File: src/rtl/prf_pkg.sv
// rtl/prf_pkg.sv - shared PRF geometry and CDB requester indices
package prf_pkg;

  localparam int PRF_DEPTH      = 48;
  localparam int PRF_ADDR_WIDTH = 6;
  localparam int PRF_WIDTH      = 32;
  localparam int N_REQ          = 4;

  typedef enum logic [1:0] {
    REQ_INT  = 2'd0,
    REQ_MULT = 2'd1,
    REQ_DIV  = 2'd2,
    REQ_LSQ  = 2'd3
  } req_id_e;

endpackage

File: src/rtl/rr_arbiter.sv
// rtl/rr_arbiter.sv - combinational round-robin grant, search starts at rr_ptr
module rr_arbiter #(
  parameter int N_REQ = prf_pkg::N_REQ,
  localparam int PTR_W = (N_REQ > 1) ? $clog2(N_REQ) : 1
) (
  input  logic [N_REQ-1:0] req,
  input  logic [PTR_W-1:0] rr_ptr,
  output logic [N_REQ-1:0] gnt
);

  logic [PTR_W-1:0] idx;
  logic             found;

  always_comb begin
    gnt   = '0;
    idx   = '0;
    found = 1'b0;
    for (int i = 0; i < N_REQ; i++) begin
      idx = PTR_W'((int'(rr_ptr) + i) % N_REQ);
      if (!found && req[idx]) begin
        gnt[idx] = 1'b1;
        found    = 1'b1;
      end
    end
  end

endmodule

File: src/rtl/cdb_arbiter.sv
// rtl/cdb_arbiter.sv - round-robin CDB arbiter driving a registered PRF write port
module cdb_arbiter #(
  parameter int N_REQ          = prf_pkg::N_REQ,
  parameter int PRF_ADDR_WIDTH = prf_pkg::PRF_ADDR_WIDTH,
  parameter int PRF_WIDTH      = prf_pkg::PRF_WIDTH,
  localparam int PTR_W = (N_REQ > 1) ? $clog2(N_REQ) : 1
) (
  input  logic                            clk,
  input  logic                            reset,
  input  logic [N_REQ-1:0]                req,
  input  logic [N_REQ*PRF_ADDR_WIDTH-1:0] req_tag,
  input  logic [N_REQ*PRF_WIDTH-1:0]      req_data,
  input  logic                            flush,
  output logic [N_REQ-1:0]                gnt,
  output logic                            cdb_w_en,
  output logic [PRF_ADDR_WIDTH-1:0]       cdb_w_addr,
  output logic [PRF_WIDTH-1:0]            cdb_din,
  output logic [15:0]                     bcast_cnt
);

  logic [PTR_W-1:0]          rr_ptr;
  logic [PTR_W-1:0]          next_ptr;
  logic [N_REQ-1:0]          arb_gnt;
  logic [PRF_ADDR_WIDTH-1:0] sel_tag;
  logic [PRF_WIDTH-1:0]      sel_data;
  logic                      any_gnt;

  rr_arbiter #(.N_REQ(N_REQ)) u_rr_arbiter (
    .req    (req),
    .rr_ptr (rr_ptr),
    .gnt    (arb_gnt)
  );

  // Reset is folded in combinationally so gnt drops without waiting for an edge.
  assign gnt     = (reset && !flush) ? arb_gnt : '0;
  assign any_gnt = |gnt;

  // Requester 0 occupies the MSB slice of the packed tag/data buses.
  always_comb begin
    sel_tag  = '0;
    sel_data = '0;
    next_ptr = rr_ptr;
    for (int k = 0; k < N_REQ; k++) begin
      if (gnt[k]) begin
        sel_tag  = req_tag[(N_REQ-1-k)*PRF_ADDR_WIDTH +: PRF_ADDR_WIDTH];
        sel_data = req_data[(N_REQ-1-k)*PRF_WIDTH +: PRF_WIDTH];
        next_ptr = PTR_W'((k + 1) % N_REQ);
      end
    end
  end

  always_ff @(posedge clk or negedge reset) begin
    if (!reset) begin
      cdb_w_en   <= 1'b0;
      cdb_w_addr <= '0;
      cdb_din    <= '0;
      rr_ptr     <= '0;
      bcast_cnt  <= '0;
    end else begin
      cdb_w_en <= any_gnt;
      if (any_gnt) begin
        cdb_w_addr <= sel_tag;
        cdb_din    <= sel_data;
        rr_ptr     <= next_ptr;
        if (bcast_cnt != 16'hFFFF) begin
          bcast_cnt <= bcast_cnt + 16'd1;
        end
      end
    end
  end

endmodule

File: config.mk
export PLATFORM = sky130hd
export DESIGN_NAME = cdb_arbiter
export DESIGN_NICKNAME = d
export VERILOG_FILES = /design/src/rtl/prf_pkg.sv /design/src/rtl/rr_arbiter.sv /design/src/rtl/cdb_arbiter.sv
export SDC_FILE = /design/constraint.sdc
export NUM_CORES = 1
export LEC_CHECK = 0
export ABC_AREA = 1
export CAP_MARGIN = 0
export CORE_MARGIN = 2
export CORE_UTILIZATION = 42
export CTS_CLUSTER_SIZE = 8
export DETAILED_ROUTE_END_ITERATION = 10
export PLACE_DENSITY = 0.82
export SLEW_MARGIN = 5
export SYNTH_ARGS = -nofsm -noshare
export SYNTH_HDL_FRONTEND = slang
export SYNTH_SLANG_ARGS = --single-unit
File: constraint.sdc
create_clock -name clk -period 2.94 [get_ports clk]
set_clock_uncertainty 0.15 [all_clocks]
set_input_delay 0.588 -clock clk [delete_from_list [all_inputs] [get_ports clk]]
set_output_delay 0.588 -clock clk [all_outputs]
set_load 0.03 [all_outputs]
==> results.py <==
metrics = {
    "status": {
        "status": "complete, no violations",
    },
    "floorplanning": {
        "die_h_um": 108,
        "die_width_um": 108,
        "num_rows": 38,
        "die_area_mm2": 0.0117,
        "ioPinCount": 218,
        "start_util": 0.427,
        "core_mm2": 0.0107,
    },
    "synthesis": {
        "syn_nets": 854,
        "synth_top_cell_by_area": "dfrtp_1",
        "synth_top_area_frac": 0.313,
        "synth.area.top_cells": "dfrtp_1, nand2_1, nand3_1",
        "synth_cell_types": 34,
        "ys_warn_count": 0,
        "ys_async_sr_fraction": 1.00,
        "syn_area_mm2": 0.00456,
        "avgSynthCellArea_um2": 6.64,
        "synth.ff_latch_count": 57,
        "synth_edf_count": 0,
        "netlist_instances": 687,
        "ys_seq_area_frac": 0.313,
        "synth_ff_type": "dfrtp_1",
    },
    "sta": {
        "rsz0062_at_grt": "no",
        "hold_violations": 0,
        "slew_headroom": 0.476,
        "setup_ws_ns": 0.159,
        "max_freq_mhz": 360,
        "finalMaxSlewViolations": 0,
        "post-route-min-period_ns": 2.78,
        "tightestPinTransition_ns": 0.786,
        "final-setup-viol-count": 0,
        "hold-worst-slack_ns": 0.276,
        "period_share": 0.946,
        "setup_tns_ns": 0,
    },
    "setup_path": {
        "required_ns": 2.20,
        "reg2reg_to": "cdb_din[5]",
        "crit_path_end_kind": "primary output",
        "critical_path_arrival_ns": 2.04,
        "reg2reg_slack_ns": 0.50,
        "criticalPathCategory": "register to primary output",
        "r2r-start": "rr_ptr[1]",
        "crit_fanout": 7,
        "r2r_cells": 15,
        "startpoint_type": "register",
    },
    "job": {
        "drv_cap": 0,
    },
    "cells_and_area": {
        "syn2layout_area_growth_pct": 56.3,
        "fillers": 979,
        "nets": 1074,
        "layout_common_cells": "nand2_1, clkdlybuf4s50_1, nand3_1",
        "regArea_mm2": 0.00143,
        "multiInputGateArea_mm2": 0.00271,
        "layout.cells.most_common": "nand2_1",
        "final_layout_size_suffix_gt1_frac": 0.111,
    },
    "clocking": {
        "cts_tree": "built",
        "cts_buffers": 9,
        "cts-root-buf": "clkbuf_8",
        "clkSinkCount": 57,
        "cts_htree_levels": 3,
        "worstSkewPairLatency_ns": 0.34,
        "cts.path.max_buffers": 2,
        "cts.reportedPaths.clkPinSlew_ns": 0.08,
    },
    "power": {
        "powerDensity_mw_per_mm2": 906,
        "vdd_drop_max_v": 0.000469,
        "p_leak_nw": 3.53,
    },
    "global_routing": {
        "grt_max_degree": 58,
        "overflow": 0,
        "grtUsageTotal": 0.264,
        "antenna_found_initial": 1,
        "first_global_vias": 5014,
        "grt_pass1_wl_um": 24400,
    },
    "drt": {
        "ant_nets": 0,
        "drcViolationCount": 0,
        "drtPass1Iterations": 5,
        "drt_iter0_markers": 352,
        "vias_per_cell": 5.04,
        "avgRoutedWirePerCell_um": 14.9,
        "num_vias": 5311,
        "totalWireLength_um": 15700,
    },
    "placed_design": {
        "io_buffers": 217,
        "globalplace.congestion": 0.877,
        "hpwl_um": 11600,
        "dpl_worst_slack_ns": 0.0244,
    },
    "hold_path": {
        "hp-class": "input port to asynchronous set/reset pin",
    },
}
==> kinds of logic after synthesis <==
family                     count (synthesis)  synth area share
DFF                                       57             0.313
buffers and inverters                     91            0.0987
xor gates and xnor gates                  13            0.0250
adders and majority gates                  8            0.0219
and+or+nand+nor                          499             0.515
AOI/OAI and AO/OA                         19            0.0271
==> synthesized netlist by cell type (2+ instances only) <==
cell type / number
nand2_1: 267
nand3_1: 110
dfrtp_1: 57
inv_1: 47
nor2_1: 34
nand3b_1: 25
or2_2: 20
buf_2: 12
o21a_1: 11
clkbuf_1: 10
xor2_1: 10
buf_6: 9
ha_1: 8
or2_0: 8
nand4_1: 7
nand2_2: 6
a21oi_1: 5
buf_4: 5
inv_2: 5
nand2_4: 5
nor3_1: 4
or2_1: 4
nand3_2: 3
xnor2_1: 3
nand3_4: 2
o21ai_0: 2
==> per-layer routing <==
metal	global-route usage	wire [um]
met5	0	0
met4	0.0687	352
met3	0.0579	1190
met2	0.465	7510
met1	0.326	6640
==> stage by stage <==
stage	utilization	area (um^2)	instances	power, W
floorplan	-	4560	687	0.00413
global placement	0.646	6910	1035	0.00566
detailed placement	0.646	6910	1035	0.00573
CTS	0.663	7100	1051	0.00645
global route	0.667	7130	1052	0.00692
finish	0.667	7130	1053	0.00646
==> report_power, final <==
part	leakage, nW	switching [W]	internal (W)	total (W)
registers	0.719	0.000199	0.00112	0.00132
clock network	0.0814	0.000360	0.000304	0.000664
logic	2.73	0.00268	0.00180	0.00448
total	3.53	0.00323	0.00323	0.00646
==> timing repair <==
| item | CTS | global route |
|---|---|---|
| endpoints found under the setup margin | 4 | 4 |
| hold buffers | 0 | 0 |
| endpoints found under the hold margin | 0 | 0 |
| pin swaps | 0 | 1 |
| setup buffers | 0 | 1 |
| gates resized for setup | 2 | 10 |
==> worst max-delay path: stages, from the launching register on <==
cell	delay, ns
dfrtp_1	0.38
inv_1	0.11
ha_4	0.23
inv_1	0.08
nand3_1	0.08
nand2_1	0.11
nand2_4	0.07
nor2_4	0.14
nand2_1	0.08
nand3_2	0.10
nand2_4	0.10
inv_2	0.08
buf_4	0.15
==> worst max-delay path by stage <==
stage          startpoint  endpoint  slack [ns]  depth (start not counted)
5_1_grt         rr_ptr[1]    gnt[2]       0.002                         12
2_1_floorplan   rr_ptr[1]    gnt[1]        0.21                         12
3_5_place_dp       req[3]    gnt[0]        0.02                         11
3_3_place_gp       req[3]    gnt[0]        0.07                         11
6_report        rr_ptr[1]    gnt[2]        0.16                         12
4_1_cts            req[3]    gnt[3]        0.06                         11
==> final cells by class <==
cell class,instances,share of cell area
clock inverters,7,0.00649
multi-input cells,539,0.380
flip-flops and latches,57,0.200
well taps,140,0.0246
diodes,1,0.000351
clock buffers,9,0.0174
inverters,55,0.0300
repair buffers,245,0.341
==> registers in the layout (all words and copies together) (netlist names) <==
signal and flops:
bcast_cnt 16, cdb_din 32, cdb_w_addr 6, cdb_w_en 1, rr_ptr 2
Note: power is estimated with default switching activity, not from simulation.
